===== src/rtl/unary_reduce_pkg.sv =====
// Shared types and helpers for the pipelined unary reduction unit:
// opcode encoding, base-op/inversion/identity decode and tree geometry.
package unary_reduce_pkg;

  typedef enum logic [2:0] {
    OP_AND  = 3'd0,
    OP_NAND = 3'd1,
    OP_OR   = 3'd2,
    OP_NOR  = 3'd3,
    OP_XOR  = 3'd4,
    OP_XNOR = 3'd5,
    OP_RSV6 = 3'd6,
    OP_RSV7 = 3'd7
  } op_e;

  typedef enum logic [1:0] {
    BASE_AND = 2'd0,
    BASE_OR  = 2'd1,
    BASE_XOR = 2'd2
  } base_e;

  // Reduction applied inside every tree level; reserved ops fall back to OR.
  function automatic base_e base_op(op_e op);
    case (op)
      OP_AND, OP_NAND: base_op = BASE_AND;
      OP_OR, OP_NOR:   base_op = BASE_OR;
      OP_XOR, OP_XNOR: base_op = BASE_XOR;
      default:         base_op = BASE_OR;
    endcase
  endfunction

  // Ops whose result is inverted in the last stage only.
  function automatic logic is_inv(op_e op);
    case (op)
      OP_NAND, OP_NOR, OP_XNOR: is_inv = 1'b1;
      default:                  is_inv = 1'b0;
    endcase
  endfunction

  function automatic logic is_rsv(op_e op);
    case (op)
      OP_RSV6, OP_RSV7: is_rsv = 1'b1;
      default:          is_rsv = 1'b0;
    endcase
  endfunction

  // Neutral padding bit for partial groups.
  function automatic logic identity(op_e op);
    case (op)
      OP_AND, OP_NAND: identity = 1'b1;
      default:         identity = 1'b0;
    endcase
  endfunction

  // Number of tree levels: smallest L with G**L >= N, never below 1.
  function automatic int stages(int n, int g);
    longint p;
    int     l;
    p = 64'd1;
    l = 0;
    for (int i = 0; i < 32; i++) begin
      if (p < longint'(n)) begin
        p = p * longint'(g);
        l = l + 1;
      end else begin
        p = p;
      end
    end
    return (l < 1) ? 1 : l;
  endfunction

  // Width of the data vector entering tree level s: ceil(N / G**s).
  function automatic int stage_w(int n, int g, int s);
    longint d;
    d = 64'd1;
    for (int i = 0; i < s; i++) begin
      d = d * longint'(g);
    end
    return int'((longint'(n) + d - 64'd1) / d);
  endfunction

endpackage


===== src/rtl/pipelined_unary_reduce_if.sv =====
// Operand/result handshake bundle for pipelined_unary_reduce.
// master drives operands and consumes results; slave is the reducer.
interface pipelined_unary_reduce_if #(
  parameter int N = 8
) ();
  logic         in_valid;
  logic         in_ready;
  logic [N-1:0] a;
  logic [2:0]   op;
  logic         out_valid;
  logic         out_ready;
  logic         c;
  logic         err;

  modport master (
    output in_valid, a, op, out_ready,
    input  in_ready, out_valid, c, err
  );

  modport slave (
    input  in_valid, a, op, out_ready,
    output in_ready, out_valid, c, err
  );
endinterface


===== src/rtl/unary_reduce_stage.sv =====
// One registered level of the G-ary reduction tree. Each group of G input
// bits collapses to one bit with the base op; the partial top group is
// padded with the op's identity. A held slot frees up whenever downstream
// takes it, so accept and emit may happen in the same cycle.
module unary_reduce_stage
  import unary_reduce_pkg::*;
#(
  parameter int W_IN  = 8,
  parameter int G     = 4,
  parameter int W_OUT = (W_IN + G - 1) / G
) (
  input  logic             clk,
  input  logic             rst_n,
  input  logic             in_vld,
  output logic             in_rdy,
  input  logic [W_IN-1:0]  in_data,
  input  op_e              in_op,
  output logic             out_vld,
  input  logic             out_rdy,
  output logic [W_OUT-1:0] out_data,
  output op_e              out_op
);

  localparam int W_PAD = W_OUT * G;

  logic             vld_q, vld_d;
  logic [W_OUT-1:0] data_q, data_d;
  op_e              op_q, op_d;
  logic [W_PAD-1:0] pad_s;
  logic [G-1:0]     grp_s;

  assign in_rdy   = ~vld_q | out_rdy;
  assign out_vld  = vld_q;
  assign out_data = data_q;
  assign out_op   = op_q;

  // Next-state: load a reduced group vector when the slot is free, else hold.
  always_comb begin
    pad_s            = {W_PAD{identity(in_op)}};
    pad_s[W_IN-1:0]  = in_data;
    grp_s            = {G{1'b0}};
    vld_d            = vld_q;
    data_d           = data_q;
    op_d             = op_q;
    if (in_rdy) begin
      vld_d = in_vld;
      if (in_vld) begin
        op_d = in_op;
        for (int i = 0; i < W_OUT; i++) begin
          grp_s = pad_s[i*G +: G];
          case (base_op(in_op))
            BASE_AND: data_d[i] = &grp_s;
            BASE_OR:  data_d[i] = |grp_s;
            BASE_XOR: data_d[i] = ^grp_s;
            default:  data_d[i] = 1'b0;
          endcase
        end
      end else begin
        op_d = op_q;
      end
    end else begin
      vld_d = vld_q;
    end
  end

  // Stage register; reset empties the slot.
  always_ff @(posedge clk or negedge rst_n) begin
    if (!rst_n) begin
      vld_q  <= 1'b0;
      data_q <= {W_OUT{1'b0}};
      op_q   <= OP_AND;
    end else begin
      vld_q  <= vld_d;
      data_q <= data_d;
      op_q   <= op_d;
    end
  end

endmodule


===== src/rtl/pipelined_unary_reduce.sv =====
// Pipelined unary reducer: N-bit operand -> 1 bit per transaction with a
// per-transaction op, through L = max(1, ceil(log_G N)) registered tree
// levels with valid/ready flow control. The last level's output is
// inverted for NAND/NOR/XNOR; reserved ops yield c=0, err=1.
// Optional build macro UNARY_REDUCE_STATS_EN adds saturating counters
// stat_txn (output transfers) and stat_ones (transfers with c=1).
module pipelined_unary_reduce
  import unary_reduce_pkg::*;
#(
  parameter int N = 8,
  parameter int G = 4
) (
  input  logic                          clk,
  input  logic                          rst_n,
  pipelined_unary_reduce_if.slave       bus
`ifdef UNARY_REDUCE_STATS_EN
  ,
  output logic [31:0]                   stat_txn,
  output logic [31:0]                   stat_ones
`endif
);

  localparam int L = stages(N, G);

  logic live_q, live_d;
  logic c_s, err_s;
  op_e  op_last_s;

  assign live_d = 1'b1;

  // Input side stays closed until the first clock after reset release.
  always_ff @(posedge clk or negedge rst_n) begin
    if (!rst_n) begin
      live_q <= 1'b0;
    end else begin
      live_q <= live_d;
    end
  end

  for (genvar s = 0; s < L; s++) begin : g_st
    localparam int WI = stage_w(N, G, s);
    localparam int WO = stage_w(N, G, s + 1);

    logic [WI-1:0] din;
    logic          vin;
    op_e           oin;
    logic          rin;
    logic [WO-1:0] dout;
    logic          vout;
    op_e           oout;
    logic          rout;

    if (s == 0) begin : g_head
      assign din = bus.a;
      assign vin = bus.in_valid & live_q;
      assign oin = op_e'(bus.op);
    end else begin : g_body
      assign din = g_st[s-1].dout;
      assign vin = g_st[s-1].vout;
      assign oin = g_st[s-1].oout;
    end

    if (s == L - 1) begin : g_tail
      assign rout = bus.out_ready;
    end else begin : g_link
      assign rout = g_st[s+1].rin;
    end

    unary_reduce_stage #(
      .W_IN  (WI),
      .G     (G),
      .W_OUT (WO)
    ) u_stage (
      .clk      (clk),
      .rst_n    (rst_n),
      .in_vld   (vin),
      .in_rdy   (rin),
      .in_data  (din),
      .in_op    (oin),
      .out_vld  (vout),
      .out_rdy  (rout),
      .out_data (dout),
      .out_op   (oout)
    );
  end

  assign op_last_s = g_st[L-1].oout;

  // Final inversion and reserved-op flagging from the last stage register.
  always_comb begin
    if (is_rsv(op_last_s)) begin
      c_s   = 1'b0;
      err_s = 1'b1;
    end else begin
      c_s   = g_st[L-1].dout[0] ^ is_inv(op_last_s);
      err_s = 1'b0;
    end
  end

  assign bus.in_ready  = live_q & g_st[0].rin;
  assign bus.out_valid = g_st[L-1].vout;
  assign bus.c         = c_s;
  assign bus.err       = err_s;

`ifdef UNARY_REDUCE_STATS_EN
  logic [31:0] txn_q, txn_d;
  logic [31:0] ones_q, ones_d;
  logic        xfer_s;

  assign xfer_s = bus.out_valid & bus.out_ready;

  // Saturating increments on each output transfer.
  always_comb begin
    txn_d  = txn_q;
    ones_d = ones_q;
    if (xfer_s) begin
      if (txn_q != 32'hFFFF_FFFF) begin
        txn_d = txn_q + 32'd1;
      end else begin
        txn_d = txn_q;
      end
      if (c_s && (ones_q != 32'hFFFF_FFFF)) begin
        ones_d = ones_q + 32'd1;
      end else begin
        ones_d = ones_q;
      end
    end else begin
      txn_d  = txn_q;
      ones_d = ones_q;
    end
  end

  // Statistics registers.
  always_ff @(posedge clk or negedge rst_n) begin
    if (!rst_n) begin
      txn_q  <= 32'd0;
      ones_q <= 32'd0;
    end else begin
      txn_q  <= txn_d;
      ones_q <= ones_d;
    end
  end

  assign stat_txn  = txn_q;
  assign stat_ones = ones_q;
`endif

endmodule


===== src/flat_wrapper.sv =====
// flat-port wrapper written by rule: the top's interface ports become plain ports
module pipelined_unary_reduce_flat import unary_reduce_pkg::*;
#(
  parameter int N = 8,
  parameter int G = 4
)
  (clk, rst_n, bus_in_valid, bus_a, bus_op, bus_out_ready, bus_in_ready, bus_out_valid, bus_c, bus_err);
  pipelined_unary_reduce_if #(.N(N)) bus_i ();
  input  logic clk;
  input  logic rst_n;
  input wire logic [$bits(bus_i.in_valid)-1:0] bus_in_valid;
  input wire logic [$bits(bus_i.a)-1:0] bus_a;
  input wire logic [$bits(bus_i.op)-1:0] bus_op;
  input wire logic [$bits(bus_i.out_ready)-1:0] bus_out_ready;
  output wire logic [$bits(bus_i.in_ready)-1:0] bus_in_ready;
  output wire logic [$bits(bus_i.out_valid)-1:0] bus_out_valid;
  output wire logic [$bits(bus_i.c)-1:0] bus_c;
  output wire logic [$bits(bus_i.err)-1:0] bus_err;
  assign bus_i.in_valid = bus_in_valid;
  assign bus_i.a = bus_a;
  assign bus_i.op = bus_op;
  assign bus_i.out_ready = bus_out_ready;
  assign bus_in_ready = bus_i.in_ready;
  assign bus_out_valid = bus_i.out_valid;
  assign bus_c = bus_i.c;
  assign bus_err = bus_i.err;
  pipelined_unary_reduce #(.N(N), .G(G)) u_core (.clk(clk), .rst_n(rst_n), .bus(bus_i));
endmodule

===== config.mk =====
export PLATFORM = sky130hd
export DESIGN_NAME = pipelined_unary_reduce_flat
export DESIGN_NICKNAME = d
export VERILOG_FILES = /design/src/rtl/unary_reduce_pkg.sv /design/src/rtl/pipelined_unary_reduce_if.sv /design/src/rtl/unary_reduce_stage.sv /design/src/rtl/pipelined_unary_reduce.sv /design/src/flat_wrapper.sv
export SDC_FILE = /design/constraint.sdc
export NUM_CORES = 1
export LEC_CHECK = 0
export ABC_AREA = 0
export ABC_CLOCK_PERIOD_IN_PS = 1600
export CAP_MARGIN = 5
export CORE_UTILIZATION = 33
export DETAILED_ROUTE_END_ITERATION = 8
export GPL_TIMING_DRIVEN = 1
export SLEW_MARGIN = 20
export SYNTH_ARGS = -nofsm -noshare
export SYNTH_HDL_FRONTEND = slang
export SYNTH_SLANG_ARGS = --single-unit

===== constraint.sdc =====
create_clock -name clk -period 1.6 [get_ports clk]
set_input_delay 0.24 -clock clk [delete_from_list [all_inputs] [get_ports clk]]
set_output_delay 0.24 -clock clk [all_outputs]
set_load 0.005 [all_outputs]

==> out/qor.csv, run 1 <==
metric,value,unit
CTS tree,built,
syn_nets,89,
PwrDens,928,mW/mm²
# Post-CTS Setup Buffers,0,
number of remaining DRC errors,0,
Internal Power,694,µW
Max clock buf depth,2,
gr usage total,11.1,%
Initial Util,36.4,%
core area,0.00202,mm²
FF-to-FF End,u_core.g_st[1].u_stage.out_data$_DFFE_PN0P_,
flop and latch count out of synthesis,12,
Flop pwr share,44.3,%
Fin Hold WS,0.313,ns
total gr overflow,0,
Die Ht,49.2,µm
Yosys top cell area share,40.8,%
pin count of the biggest net entering global routing,13,
ranking of synthesized cells by area,"dfrtp_1 (41%), ha_1 (15%), mux2_2 (6.1%)",
area of the multi-input gates,388,µm²
Iter 0 DRT Violations,0,
clock skew,0.00255,ns
reg2reg setup slack,0.30,ns
"commonest non-fill, non-tap cells in the layout","clkdlybuf4s50_1 (16), dfrtp_1 (12), inv_1 (10)",
Fin. Hold Viols,0,
TritonCTS buffer count,3,
switch share,25.4,%
"Seq/Total Area, Yosys",40.8,%
drt pass-1 iters,1,
overall power,931,µW
worst r2r src,u_core.g_st[0].u_stage.out_data[0]$_DFFE_PN0P_,
CP Launch Type,input port,
first-pass GRT wire length,2.02,mm
max_slew headroom,64.8,%
Synth Area per Inst,11.3,µm²
crit path DAT,1.25,ns
Tcrit/Tclk final,93.2,%
Detailed Place HPWL,913,µm
Vias/cell,4.46,
Worst-Skew Late Latency,0.27,ns
YS warnings,0,
peak supply drop,414,µV
Die Area,0.00242,mm²
Clk pwr share,25.4,%
Leakage,0.000494,µW
"Net count, final",115,
fin crit period,1.49,ns
initial antenna violation count,0,
reg2reg path depth,5,
ANT cells,0,
status,finished clean,
clk sinks,12,
Area Overhead vs Synth,36.4,%
Die Wd,49.2,µm
final core occ,49.6,%
worst min path class,input port to async pin,
Antenna Violating Nets Remaining,0,
DRT Wirelength,1.09,mm
RSZ-0062 raised after global routing,false,
logic gate share of total power,30.2,%
crit-path max FO,2,
number of distinct library cells after synthesis,22,
Final setup viols,0,
share of cells above drive strength 1,18.9,%
"area leader, netlist",dfrtp_1,
drt wl/cell,9.32,µm
Syn Std Cell Area,736,µm²
vias,522,
critical path class,input port to output port,
Root Driver,clkbuf_4,
NetSw,236,µW
Row Count,16,
Mapped Cells,65,
worst-margin pin slew,0.527,ns
FILL cells,180,
Critical Path RT,1.36,ns
"commonest non-fill, non-tap cell in the layout",clkdlybuf4s50_1,
Worst-path clk slew,0.07,ns
IO Count,19,
flip-flop and latch area,300,µm²
fmax,671,MHz
Port Buffer Count,18,
gpl congestion,0.666,
CTS HTree Levels,1,
max_cap viols,0,
final-report max-slew violation count,0,
vias in the first global route,496,
Setup crit end kind,output port,
-- cells by family after synthesis --
logic type / share of synthesized area [%]
flip-flops: 40.8
buffers and inverters: 6.63
adder cells (fa/ha/maj): 15.3
other: 0.510
AND/OR/NAND/NOR: 14.1
multiplexers: 15.0
XOR/XNOR: 3.57
AO/OA/AOI/OAI: 4.08
-- state kept, by name, summed over array words and instances, names as in the netlist --
register                      count
u_core.g_st.u_stage.out_op        6
u_core.g_st.u_stage.out_data      3
u_core.g_st.u_stage.out_vld       2
u_core.live_q                     1
-- cell usage after synthesis, drive strengths merged --
| library cell | instances |
|---|---|
| a21oi | 1 |
| a221oi | 2 |
| a22oi | 1 |
| and2 | 2 |
| buf | 1 |
| conb | 1 |
| dfrtp | 12 |
| ha | 9 |
| inv | 10 |
| mux2 | 7 |
| mux2i | 2 |
| nand2 | 5 |
| nand2b | 2 |
| nand3b | 2 |
| nor2 | 1 |
| nor2b | 2 |
| nor4bb | 2 |
| xnor2 | 1 |
| xor2 | 2 |
-- worst max path at each step --
stage	from	end	depth (start not counted)
final	bus_out_ready	bus_in_ready	4
after global routing	bus_out_ready	bus_in_ready	4
after CTS	bus_out_ready	bus_in_ready	4
after detailed placement	bus_a[6]	u_core.g_st[0].u_stage.out_data[1]$_DFFE_PN0P_	6
after global placement	bus_a[6]	u_core.g_st[0].u_stage.out_data[1]$_DFFE_PN0P_	6
after floorplan	u_core.g_st[0].u_stage.out_data[0]$_DFFE_PN0P_	u_core.g_st[1].u_stage.out_data$_DFFE_PN0P_	5
-- per-layer routing --
metal	GRT usage, %	up-vias	share of wire [%]
met2	17.4	16	46
met3	3.74	4	4.8
met5	0	-	0
li1	-	264	-
met1	13.2	238	47
met4	5.88	0	1.7
-- metrics by stage --
stage / area, µm² / setup TNS, ns / instances / worst slack, ns
global placement: 968 / -0.311 / 113 / -0.129
global route: 1000 / 0 / 117 / 0.0115
finish: 1000 / 0 / 117 / 0.109
floorplan: 736 / 0 / 65 / 0.407
detailed placement: 968 / -0.347 / 113 / -0.150
CTS: 1000 / 0 / 117 / 0.0776
-- worst max-delay path, cell delays in order --
cell and delay [ns]:
clkdlybuf4s50_1 0.41, nand3b_1 0.19, and2_4 0.17, dlygate4sd2_1 0.25
-- power groups by stage --
stage	registers (µW)	clock network, µW	logic, µW
after floorplan	407	0	171
after global placement	417	0	298
after detailed placement	420	0	302
after CTS	414	248	287
after global routing	423	263	321
final	413	237	282
-- cell type report --
cell class / instances / share of cell area [%]
Inverter: 10 / 3.74
Clock buffer: 4 / 3.62
Sequential cell: 12 / 29.9
Multi-Input combinational cell: 42 / 38.7
Tap cell: 27 / 3.37
Timing Repair Buffer: 22 / 20.7
-- timing repair --
item / in CTS / in global routing
resized for setup: 2 / 1
setup endpoints to repair: 2 / 1
hold buffers: 0 / 0
pin swaps: 0 / 0
hold endpoints to repair: 0 / 0
Note: power is estimated with default switching activity, not from simulation.
==> inputs of run 2 (changes only) <==
CELL_PAD_IN_SITES_DETAIL_PLACEMENT = 2   (was default)
CELL_PAD_IN_SITES_GLOBAL_PLACEMENT = 2   (was default)
CORE_UTILIZATION = 29   (was 33)
PLACE_DENSITY_LB_ADDON = 0.1   (was default)
==> run 2 against run 1 <==
Sequential share of layout area up 0.42 points. Clock skew is 0.0059 ns higher. Non-clock buffer count is the same. Flip-flop and latch count stayed put. Critical path depth unchanged. Critical endpoint unchanged.
==> out/qor.csv, run 2 (synthesis results as in run 1) <==
metric,value,unit,change
reg2reg setup slack,0.30,ns,about the same
IO Count,19,,unchanged
max reg flops,6,,unchanged
Worst-Skew Late Latency,0.27,ns,about the same
TritonCTS buffer count,3,,unchanged
drt wl/cell,11.5,µm,+23%
Row Count,17,,+1
Critical Path RT,1.36,ns,about the same
total gr overflow,0,,unchanged
post-route cell area,990,µm²,-1.4%
Leakage,0.000485,µW,-1.8%
CP Launch Type,input port,,
worst-margin pin slew,0.559,ns,+0.0325 ns
max_cap viols,0,,unchanged
final-report max-slew violation count,0,,unchanged
ANT cells,0,,unchanged
area of the multi-input gates,387,µm²,-0.32%
Worst-path clk slew,0.07,ns,about the same
Max clock buf depth,2,,unchanged
Tcrit/Tclk final,94.1,%,+0.92 points
Root Driver,clkbuf_4,,
fmax,664,MHz,-0.98%
Area Overhead vs Synth,34.5,%,
FILL cells,247,,+37%
share of cells above drive strength 1,18.0,%,-0.91 points
initial antenna violation count,0,,unchanged
area post-placement,970,µm²,+0.13%
flip-flop and latch area,300,µm²,unchanged
critical path class,input port to output port,,
"Net count, final",115,,unchanged
Antenna Violating Nets Remaining,0,,unchanged
Final setup viols,0,,unchanged
hold_buf cts,0,,unchanged
FF-to-FF End,u_core.g_st[1].u_stage.out_data$_DFFE_PN0P_,,
peak supply drop,408,µV,-1.5%
Port Buffer Count,18,,unchanged
worst min path class,input port to async pin,,
RSZ-0062 raised after global routing,false,,
status,finished clean,,
crit path DAT,1.27,ns,+0.02 ns
gr usage total,11.8,%,+0.72 points
Vias/cell,4.55,,+1.9%
Detailed Place HPWL,1.15,mm,+26%
vias,532,,+1.9%
Iter 0 DRT Violations,1,,+1
max_slew headroom,62.6,%,-2.2 points
Die Wd,52.4,µm,+6.4%
drt pass-1 iters,2,,+1
"commonest non-fill, non-tap cells in the layout","clkdlybuf4s50_1 (16), dfrtp_1 (12), inv_1 (10)",,
"commonest non-fill, non-tap cell in the layout",clkdlybuf4s50_1,,
DRT Wirelength,1.34,mm,+23%
worst r2r src,u_core.g_st[0].u_stage.out_data[1]$_DFFE_PN0P_,,
CTS HTree Levels,1,,unchanged
clk sinks,12,,unchanged
Critical Path Start,bus_out_ready,,
Die Ht,52.4,µm,+6.4%
Fin. Hold Viols,0,,unchanged
PwrDens,888,mW/mm²,-4.3%
reg2reg path depth,5,,unchanged
Initial Util,32.0,%,-4.4 points
number of remaining DRC errors,0,,unchanged
crit-path max FO,2,,unchanged
fin crit period,1.51,ns,+0.0147 ns
gpl congestion,0.706,,+5.9%
vias in the first global route,570,,+15%
pin count of the biggest net entering global routing,13,,unchanged
first-pass GRT wire length,2.30,mm,+14%
CTS tree,built,,
Die Area,0.00274,mm²,+13%
Final Worst Setup Slack,0.0943,ns,-0.0147 ns
Setup crit end kind,output port,,
Place WS,-0.166,ns,-0.0168 ns
clock skew,0.00847,ns,+0.00592 ns
core area,0.00230,mm²,+14%
==> run 2: cell count changes in the layout (fill, tap and decap cells not counted), sizes merged <==
cell | previous run | this run
clkbuf | 4 | 3
==> run 2: critical path, cell delays in order <==
cell and delay (ns):
clkdlybuf4s50_1 0.41, nand3b_1 0.17, and2_2 0.19, dlygate4sd2_1 0.26
==> run 2: stage by stage <==
stage / total power, µW / cells / hold WS, ns / TNS, ns / utilization [%]
global placement: 721 / 114 / 0.474 / -0.344 / 42.2
CTS: 908 / 117 / 0.339 / 0 / 43.1
global route: 947 / 117 / 0.367 / 0 / 43.1
floorplan: 578 / 65 / -0.0556 / 0 / -
finish: 879 / 117 / 0.331 / 0 / 43.1
detailed placement: 734 / 114 / 0.493 / -0.422 / 42.2
==> run 2: cell type report <==
type                    instances  share of cell area [%]
clock buffers                   3                    2.28
multi-input cells              42                    39.1
inverters                      10                    3.79
well taps                      28                    3.54
repair buffers                 22                    21.0
flip-flops and latches         12                    30.3
==> run 2: how the worst max path moves through the flow <==
stage / end / cells after the start
final: bus_in_ready / 4
after global routing: u_core.g_st[0].u_stage.out_data[0]$_DFFE_PN0P_ / 6
after CTS: bus_in_ready / 4
after detailed placement: u_core.g_st[0].u_stage.out_data[1]$_DFFE_PN0P_ / 6
after global placement: u_core.g_st[0].u_stage.out_data[0]$_DFFE_PN0P_ / 6
after floorplan: u_core.g_st[1].u_stage.out_data$_DFFE_PN0P_ / 5
==> run 2: routing by layer <==
metal	track usage (%)	up-vias	routed length, µm	share of wire (%)
li1	-	264	-	-
met1	12.9	253	576	43
met2	20.7	13	704	52
met3	1.74	2	46	3.4
met4	7.89	0	17	1.3
met5	0	-	0	0
==> run 2: power by group <==
part,internal (µW),leakage (µW),switching (µW)
Combinational,185,0.000331,102
Sequential,371,0.000141,43.2
Clock,86.9,0.0000138,90.2
==> run 2: what timing repair did <==
| item | CTS | global route |
|---|---|---|
| endpoints found under the setup margin | 2 | 0 |
| gates resized for setup | 2 | 0 |
| buffers inserted | 0 | 0 |
==> inputs of run 3 (changes only) <==
HOLD_SLACK_MARGIN = 0.1   (was default)
==> results of run 3 <==
Final layout, timing and power as in run 2 (identical DEF).
==> RTL change, RTL diff (settings of run 2) <==
`N` is set to 8 in 3 places; all go to 7.
--- a/src/rtl/pipelined_unary_reduce_if.sv
+++ b/src/rtl/pipelined_unary_reduce_if.sv
@@ -1,7 +1,7 @@
 // Operand/result handshake bundle for pipelined_unary_reduce.
 // master drives operands and consumes results; slave is the reducer.
 interface pipelined_unary_reduce_if #(
-  parameter int N = 8
+  parameter int N = 7
 ) ();
   logic         in_valid;
   logic         in_ready;
--- a/src/rtl/pipelined_unary_reduce.sv
+++ b/src/rtl/pipelined_unary_reduce.sv
@@ -7,7 +7,7 @@
 module pipelined_unary_reduce
   import unary_reduce_pkg::*;
 #(
-  parameter int N = 8,
+  parameter int N = 7,
   parameter int G = 4
 ) (
   input  logic                          clk,
--- a/src/flat_wrapper.sv
+++ b/src/flat_wrapper.sv
@@ -1,7 +1,7 @@
 // flat-port wrapper written by rule: the top's interface ports become plain ports
 module pipelined_unary_reduce_flat import unary_reduce_pkg::*;
 #(
-  parameter int N = 8,
+  parameter int N = 7,
   parameter int G = 4
 )
   (clk, rst_n, bus_in_valid, bus_a, bus_op, bus_out_ready, bus_in_ready, bus_out_valid, bus_c, bus_err);
Interface: changed (resized bus_a); port bits go from 19 to 18. The function was not compared with the original's and may differ.
==> RTL change against run 2 <==
Critical path depth shrank 2. Cell area shrank 1.6%. Non-clock buffer count is the same. Total power shrank 0.10%. Routed wire length grew 6.9%. Largest cell class unchanged. Sequential cell count is the same. Synthesized cell count shrank 3.1%. Worst setup slack gained 21 ps. Area after synthesis shrank 3.4%. Sequential power grew 1%.
==> RTL change: results (changes against run 2) <==
stage	metric	value	unit	change
outcome	run_status	finished clean		
timing	fin_crit_sh	92.82	%	-1.3 points
timing	tightest_slew	541.2	ps	-18.10 ps
finish	buf_share	21.08	%	+0.094 points
detailed_routing	detailroute.via_count	538		+1.1%
synthesis	synth-adder-area-share	14.08	%	-1.2 points
placed_design	dp.final_hpwl	1.231	mm	+7.2%
synthesis	yosys-top-cells-area	dfrtp_1, ha_1, mux2_2, inv_1, mux2_1		
cts	post-cts-setup-buffer-count	1		+1
placed_design	placement.cell_area	945.9	µm²	-2.5%
synthesis	synth_area_in_compound_gates	8.451	%	+4.4 points
finish	final_nets	112		-2.6%
grt	grt_start_max_net_pins	13		unchanged
cts	clock_sink_count	12		unchanged
pwr	netSwitchingFraction	27.40	%	+0.61 points
detailed_routing	avgRoutedWirePerCell	12.39	µm	+7.8%
finish	area_growth	36.97	%	
finish	layout.clock.cell_area_share	2.314	%	+0.038 points
finish	multiInputCombCellCount	43		+2.4%
placed_design	gp_congestion	0.7187		+1.8%
placed_design	place.port_buffers	17		-1
pwr	worst_ir_drop_vdd	0.4202	mV	+3.0%
pwr	clock_power	176	µW	
worst_setup_path	critPathArrivalTime	1250	ps	-20 ps
synthesis	synthXorXnorAreaFrac	3.697	%	+0.13 points
finish	buffers_excl_clock	22		unchanged
grt	grt.total_usage	13.16	%	+1.4 points
pwr	leakagePower	0.0004696	µW	-3.3%
detailed_routing	drtPass1Iterations	3		+1
synthesis	part_of_the_yosys_area_used_for_sequential_elements	42.25	%	+1.4 points
synthesis	synth_top_cells_by_count	dfrtp_1, ha_1, inv_1		
cts	cts_root_buffer	clkbuf_4		
worst_setup_path	worst_case_register_to_register_setup_slack	320	ps	+20 ps
detailed_routing	wirelength	1.437	mm	+6.9%
synthesis	synth.net_count	85		-4.5%
synthesis	mean_instance_size_in_the_synthesized_netlist	11.28	µm²	-0.33%
timing	clock_skew	0.4494	ps	-8.023 ps
worst_setup_path	worst_setup_path_endpoint	bus_err		
finish	n_all_inverters	8		-2
worst_setup_path	rr_startpoint	u_core.g_st[0].u_stage.out_data[0]		
worst_setup_path	critPathLaunch	u_core.g_st[1].u_stage.out_op[2]		
timing	hold-worst-slack	330.0	ps	-1.075 ps
detailed_routing	detail_route.iter0.violations	3		+2
synthesis	post_synth_mux_area_share	11.09	%	-3.9 points
grt	global_route.usage.met3	1.754	%	+0.015 points
placed_design	placement.setup.worst_slack	-169.8	ps	-3.488 ps
grt	wire_length_of_the_first_global_routing_pass	2.511	mm	+9.3%
synthesis	synth.distinct_cells	22		unchanged
grt	grt.met2_usage	24.68	%	+4.0 points
cts	clkSlewWorstSetupHoldPaths	70	ps	about the same
finish	drive_gt1_share	18.18	%	+0.20 points
grt	groute.layer.met1.usage	13.61	%	+0.71 points
pwr	combinational_power_share	32.2	%	-0.5 points
finish	sh_seq_area	30.85	%	+0.51 points
grt	via_count_of_the_first_global_routing_pass	614		+7.7%
finish	fill_cells	262		+6.1%
finish	multi_input_area_share	39.07	%	about the same
synthesis	ys.warnings.count	0		unchanged
==> RTL change: cell count changes in the layout (fill, tap and decap cells not counted), moves of 2 or more <==
cell,run 2,this run
inv_1,10,8
a32oi_1,0,2
mux2_1,0,2
a31oi_1,0,2
a221oi_1,2,0
a41oi_1,0,2
nor4bb_1,2,0
mux2_4,3,0
mux2i_1,2,0
==> RTL change: kinds of logic after synthesis <==
| group | Yosys count |
|---|---|
| muxes | 7 |
| xor gates and xnor gates | 3 |
| DFF | 12 |
| adders and majority gates | 8 |
| AOI/OAI and AO/OA | 8 |
| buffers and inverters | 8 |
| other | 1 |
| and+or+nand+nor | 16 |
==> RTL change: worst max-delay path: stages (launching register included) <==
cell and delay [ps]:
dfrtp_1 340, and2_1 150, clkdlybuf4s50_1 500
==> RTL change: metal layers <==
layer	vias to the layer above	wire length, µm
met5	-	0
met4	0	22
met3	2	57
met2	14	812
met1	256	544
li1	266	-
